[config.mk]
export PLATFORM = sky130hd
export DESIGN_NAME = bus8_cmd_master
export DESIGN_NICKNAME = d
export VERILOG_FILES = /design/src/rtl/bus8_cmd_master.sv
export SDC_FILE = /design/constraint.sdc
export NUM_CORES = 1
export LEC_CHECK = 0
export ABC_CLOCK_PERIOD_IN_PS = 2900
export CAP_MARGIN = 20
export CORE_UTILIZATION = 30
export CTS_CLUSTER_SIZE = 24
export DETAILED_ROUTE_END_ITERATION = 8
export GPL_ROUTABILITY_DRIVEN = 1
export PLACE_DENSITY = 0.53
export SLEW_MARGIN = 5
export SYNTH_ARGS = -nofsm -noshare
export SYNTH_HDL_FRONTEND = slang
export SYNTH_SLANG_ARGS = --single-unit
[constraint.sdc]
create_clock -name i_Bus_Clk -period 2.9 [get_ports i_Bus_Clk]
set_input_delay 0.58 -clock i_Bus_Clk [delete_from_list [all_inputs] [get_ports i_Bus_Clk]]
set_output_delay 0.58 -clock i_Bus_Clk [all_outputs]
set_load 0.02 [all_outputs]
[src/rtl/bus8_cmd_master.sv]
// Bus8 initiator: decodes a byte-stream command channel into single-cycle bus
// strobes and returns read data (or a timeout marker) as a response byte.
module bus8_cmd_master #(
  parameter int          ADDR_WIDTH     = 4,
  parameter int          TIMEOUT_CYCLES = 16,
  parameter logic [7:0]  TIMEOUT_BYTE   = 8'hEE
) (
  input  logic                  i_Bus_Clk,
  input  logic                  i_Bus_Rst,
  input  logic                  i_Cmd_DV,
  input  logic [7:0]            i_Cmd_Byte,
  output logic                  o_Busy,
  output logic                  o_Cmd_Drop,
  output logic                  o_Bus_CS,
  output logic                  o_Bus_Wr_Rd_n,
  output logic [ADDR_WIDTH-1:0] o_Bus_Addr8,
  output logic [7:0]            o_Bus_Wr_Data,
  input  logic [7:0]            i_Bus_Rd_Data,
  input  logic                  i_Bus_Rd_DV,
  output logic                  o_Resp_DV,
  output logic [7:0]            o_Resp_Byte,
  output logic                  o_Timeout
);

  localparam int CW = $clog2(TIMEOUT_CYCLES + 1);
  localparam logic [CW-1:0] LAST = CW'(TIMEOUT_CYCLES - 1);

  localparam logic [1:0] IDLE      = 2'd0;
  localparam logic [1:0] GET_DATA  = 2'd1;
  localparam logic [1:0] READ_WAIT = 2'd2;

  logic [1:0]            r_State;
  logic [CW-1:0]         r_Cnt;
  logic [ADDR_WIDTH-1:0] r_Addr;
  logic                  r_CS, r_Wr_Rd_n, r_Resp_DV, r_Timeout, r_Cmd_Drop;
  logic [ADDR_WIDTH-1:0] r_Bus_Addr;
  logic [7:0]            r_Wr_Data, r_Resp_Byte;
  logic [ADDR_WIDTH-1:0] w_Op_Addr;

  assign w_Op_Addr = i_Cmd_Byte[ADDR_WIDTH-1:0];

  always_ff @(posedge i_Bus_Clk) begin
    if (i_Bus_Rst) begin
      r_State     <= IDLE;
      r_Cnt       <= '0;
      r_Addr      <= '0;
      r_CS        <= 1'b0;
      r_Wr_Rd_n   <= 1'b0;
      r_Bus_Addr  <= '0;
      r_Wr_Data   <= 8'h00;
      r_Resp_DV   <= 1'b0;
      r_Resp_Byte <= 8'h00;
      r_Timeout   <= 1'b0;
      r_Cmd_Drop  <= 1'b0;
    end else begin
      r_CS       <= 1'b0;
      r_Resp_DV  <= 1'b0;
      r_Timeout  <= 1'b0;
      r_Cmd_Drop <= 1'b0;
      case (r_State)
        IDLE: if (i_Cmd_DV) begin
          r_Addr <= w_Op_Addr;
          if (i_Cmd_Byte[7]) begin
            r_State <= GET_DATA;
          end else begin
            r_CS       <= 1'b1;
            r_Wr_Rd_n  <= 1'b0;
            r_Bus_Addr <= w_Op_Addr;
            r_Cnt      <= '0;
            r_State    <= READ_WAIT;
          end
        end
        GET_DATA: if (i_Cmd_DV) begin
          r_CS       <= 1'b1;
          r_Wr_Rd_n  <= 1'b1;
          r_Bus_Addr <= r_Addr;
          r_Wr_Data  <= i_Cmd_Byte;
          r_State    <= IDLE;
        end
        READ_WAIT: begin
          r_Cmd_Drop <= i_Cmd_DV;
          // Returned data beats the timeout when both land in the last window cycle
          if (i_Bus_Rd_DV) begin
            r_Resp_Byte <= i_Bus_Rd_Data;
            r_Resp_DV   <= 1'b1;
            r_State     <= IDLE;
          end else if (r_Cnt == LAST) begin
            r_Resp_Byte <= TIMEOUT_BYTE;
            r_Resp_DV   <= 1'b1;
            r_Timeout   <= 1'b1;
            r_State     <= IDLE;
          end else begin
            r_Cnt <= r_Cnt + 1'b1;
          end
        end
        default: r_State <= IDLE;
      endcase
    end
  end

  assign o_Busy        = (r_State == READ_WAIT);
  assign o_Cmd_Drop    = r_Cmd_Drop;
  assign o_Bus_CS      = r_CS;
  assign o_Bus_Wr_Rd_n = r_Wr_Rd_n;
  assign o_Bus_Addr8   = r_Bus_Addr;
  assign o_Bus_Wr_Data = r_Wr_Data;
  assign o_Resp_DV     = r_Resp_DV;
  assign o_Resp_Byte   = r_Resp_Byte;
  assign o_Timeout     = r_Timeout;

endmodule

==> flow_summary.json <==
{
  "status": "finished clean",
  "end_kind": "primary output",
  "r2r_end": "r_Cnt[4]$_SDFFE_PP0P_",
  "first_pass_iters": 4,
  "power_leakage_nw": 0.7430,
  "syn_area_per_cell_sq_um": 8.743,
  "crit_type": "reg2out",
  "initial_core_util": 0.3222,
  "clockBufferDepth": 2,
  "ant_nets": 0,
  "gp_congestion": 0.7700,
  "power_density_nw_per_um2": 498.2,
  "layout_setup_ws_ns": 0.4989,
  "htreeDepth": 2,
  "via_count": 1338,
  "cp_slowest_stage_delay_ns": 0.63,
  "cp_top_family": "buffers and inverters",
  "dpl.cell_count": 254,
  "setup_tns_ns": 0,
  "finalHoldViolCount": 0,
  "overflow": 0,
  "cts-root-buf": "clkbuf_8",
  "numClockSinks": 36,
  "cp_max_fo": 13,
  "fin_crit_ns": 2.401,
  "ys_ff_latch": 36,
  "die-area_sq_um": 5120,
  "synth-edff-count": 0,
  "place_ws_ns": 0.7371,
  "viasPerCell": 5.126,
  "grt_pass1_wl_microns": 5961,
  "io_buffer_count": 45,
  "grt_pass1_vias": 1313,
  "wl_per_cell_microns": 13.51,
  "n_antenna_cell": 0,
  "track_usage": 0.1487,
  "r2r.worst_path.cells": 6,
  "rrSetupSlack_ns": 0.93,
  "path_clk_slew_ns": 0.07,
  "setup_viol": 0,
  "fin_area_sq_um": 2017,
  "antenna_found_initial": 0,
  "wl_microns": 3526,
  "clkPwrFrac": 0.326,
  "slew_headroom": 0.5429,
  "ctsHoldBuffers": 0,
  "worstPathRequired_ns": 2.32,
  "cts_resized": 0,
  "drive_above_1_share": 0.06699,
  "maxSlewViolCount": 0,
  "cts_tree": "yes",
  "yosysWarnings": 0,
  "post-cts-setup-buffer-count": 0,
  "fmaxAchievable_mhz": 416.5,
  "drt_iter0_drc": 56,
  "finish.utilization": 0.4478,
  "internal-power_uw": 750.8,
  "die_x_microns": 71.56,
  "fin_nets": 231,
  "power_mw": 1.005,
  "crit_path_start": "r_State[1]$_SDFFE_PP0P_",
  "clk_latency_ns": 0.28,
  "crit_path_start_kind": "flip-flop",
  "whs_ns": 0.4530,
  "final_common_cell": "clkdlybuf4s50_1",
  "hold_start": "o_Bus_Wr_Data[0]$_SDFFE_PP0P_",
  "place_area_sq_um": 1939,
  "comb_power_share": 0.152,
  "cts_made_buffers": 5,
  "min_path_cells": 2,
  "maxCapViolations": 0,
  "layout_worst_path_cycle_share": 0.8280,
  "core-area_sq_um": 4504,
  "syn-cell-area_sq_um": 1451,
  "switching_share": 0.2528,
  "r2r_start": "r_Cnt[0]$_SDFFE_PP0P_",
  "syn-num-nets": 188,
  "switchingPower_uw": 254.0,
  "final_cell_mix": "clkdlybuf4s50_1 (45), dfxtp_1 (36), a21oi_1 (27)",
  "hpwl_microns": 2575,
  "rsz0062_at_grt": "false",
  "num_rows": 24,
  "grt_max_degree": 34,
  "io_pins": 46,
  "synth.distinct_cells": 30,
  "yosysSeqAreaShare": 0.4966,
  "worst_slew_pin_slew_ns": 0.6841,
  "fin_cells": 261,
  "ys.flop_type": "dfxtp_1",
  "p_seq_frac": 0.522,
  "critical_path_buf_inv_count": 2,
  "synthCells": 166,
  "critical_path.slowest_cell": "clkdlybuf4s50_1",
  "arrival_ns": 1.82,
  "drcViolationCount": 0,
  "cp_cell_sequence": "nand2b_1 -> inv_2 -> clkdlybuf4s50_1",
  "async_flop_share": 0,
  "die_h_microns": 71.56,
  "hold_class": "reg2reg",
  "peakVddDrop_v": 0.0001971,
  "skew_ns": 0.008592,
  "hold_path_end": "o_Bus_Wr_Data[0]$_SDFFE_PP0P_",
  "areaGrowthSynthToFinish_pct": 38.97
}
==> worst register-to-register path: cells and delay by family, from the launching register on <==
family / cells / cell delay (ns)
fa+ha+maj: 2 / 0.43
simple gates: 3 / 1.03
compound gates: 1 / 0.11
flops: 1 / 0.33
==> synth_stat cells (3+ instances only) <==
cell,count,share of area
clkbuf_1,6,0.016
a311oi_1,4,0.024
nor2_1,8,0.021
nor3_1,8,0.028
dfxtp_1,36,0.50
nand2b_1,6,0.026
nand3b_1,3,0.016
o21ai_0,8,0.028
nand2_1,11,0.028
nor2b_1,3,0.013
mux2i_1,6,0.041
a21oi_1,27,0.093
buf_2,4,0.014
nand3_1,14,0.048
==> registers in the layout, indices dropped and copies added, names as in the netlist <==
signal / flops
o_Bus_Wr_Data: 8
o_Resp_Byte: 8
r_Cnt: 5
o_Bus_Addr8: 4
r_Addr: 4
r_State: 2
o_Bus_CS: 1
o_Bus_Wr_Rd_n: 1
o_Cmd_Drop: 1
o_Resp_DV: 1
o_Timeout: 1
==> metal layers <==
layer | part of all wire | routed length (microns) | track usage | up-vias
met5 | 0 | 0 | 0 | -
met4 | 0.024 | 85 | 0.06754 | 0
met3 | 0.044 | 155 | 0.04219 | 11
met2 | 0.49 | 1739 | 0.2540 | 33
met1 | 0.44 | 1545 | 0.1734 | 622
li1 | - | - | - | 672
==> kinds of logic after synthesis <==
family | count (synthesis) | share of synthesized area
flip-flops | 36 | 0.4966
buffers and inverters | 15 | 0.04224
AND/OR/NAND/NOR | 64 | 0.2388
adder cells (fa/ha/maj) | 2 | 0.01724
AO/OA/AOI/OAI | 43 | 0.1638
multiplexers | 6 | 0.04138
==> power groups by stage <==
stage / Sequential (mW) / Combinational [mW] / Clock (mW)
floorplan: 0.550 / 0.0668 / 0
global placement: 0.535 / 0.152 / 0
detailed placement: 0.536 / 0.154 / 0
CTS: 0.525 / 0.155 / 0.339
global route: 0.527 / 0.167 / 0.362
finish: 0.525 / 0.153 / 0.328
==> worst max path at each step <==
stage / slack (ns) / cells past startpoint / end
global route: 0.35 / 3 / o_Busy
detailed placement: 0.74 / 4 / r_Cnt[4]$_SDFFE_PP0P_
floorplan: 1.06 / 7 / r_Cnt[4]$_SDFFE_PP0P_
CTS: 0.50 / 3 / o_Busy
global placement: 0.76 / 4 / r_Cnt[4]$_SDFFE_PP0P_
finish: 0.50 / 3 / o_Busy
==> area by class of cell <==
type                            instances  area [sq um]
Tap cell                               52         65.06
Clock inverter                          1         5.005
Inverter                                3         11.26
Timing Repair Buffer                   48         473.0
Multi-Input combinational cell        115         669.4
Sequential cell                        36         720.7
Fill cell                             438          2487
Clock buffer                            6         72.57
Power figures use the tool's default switching activity.
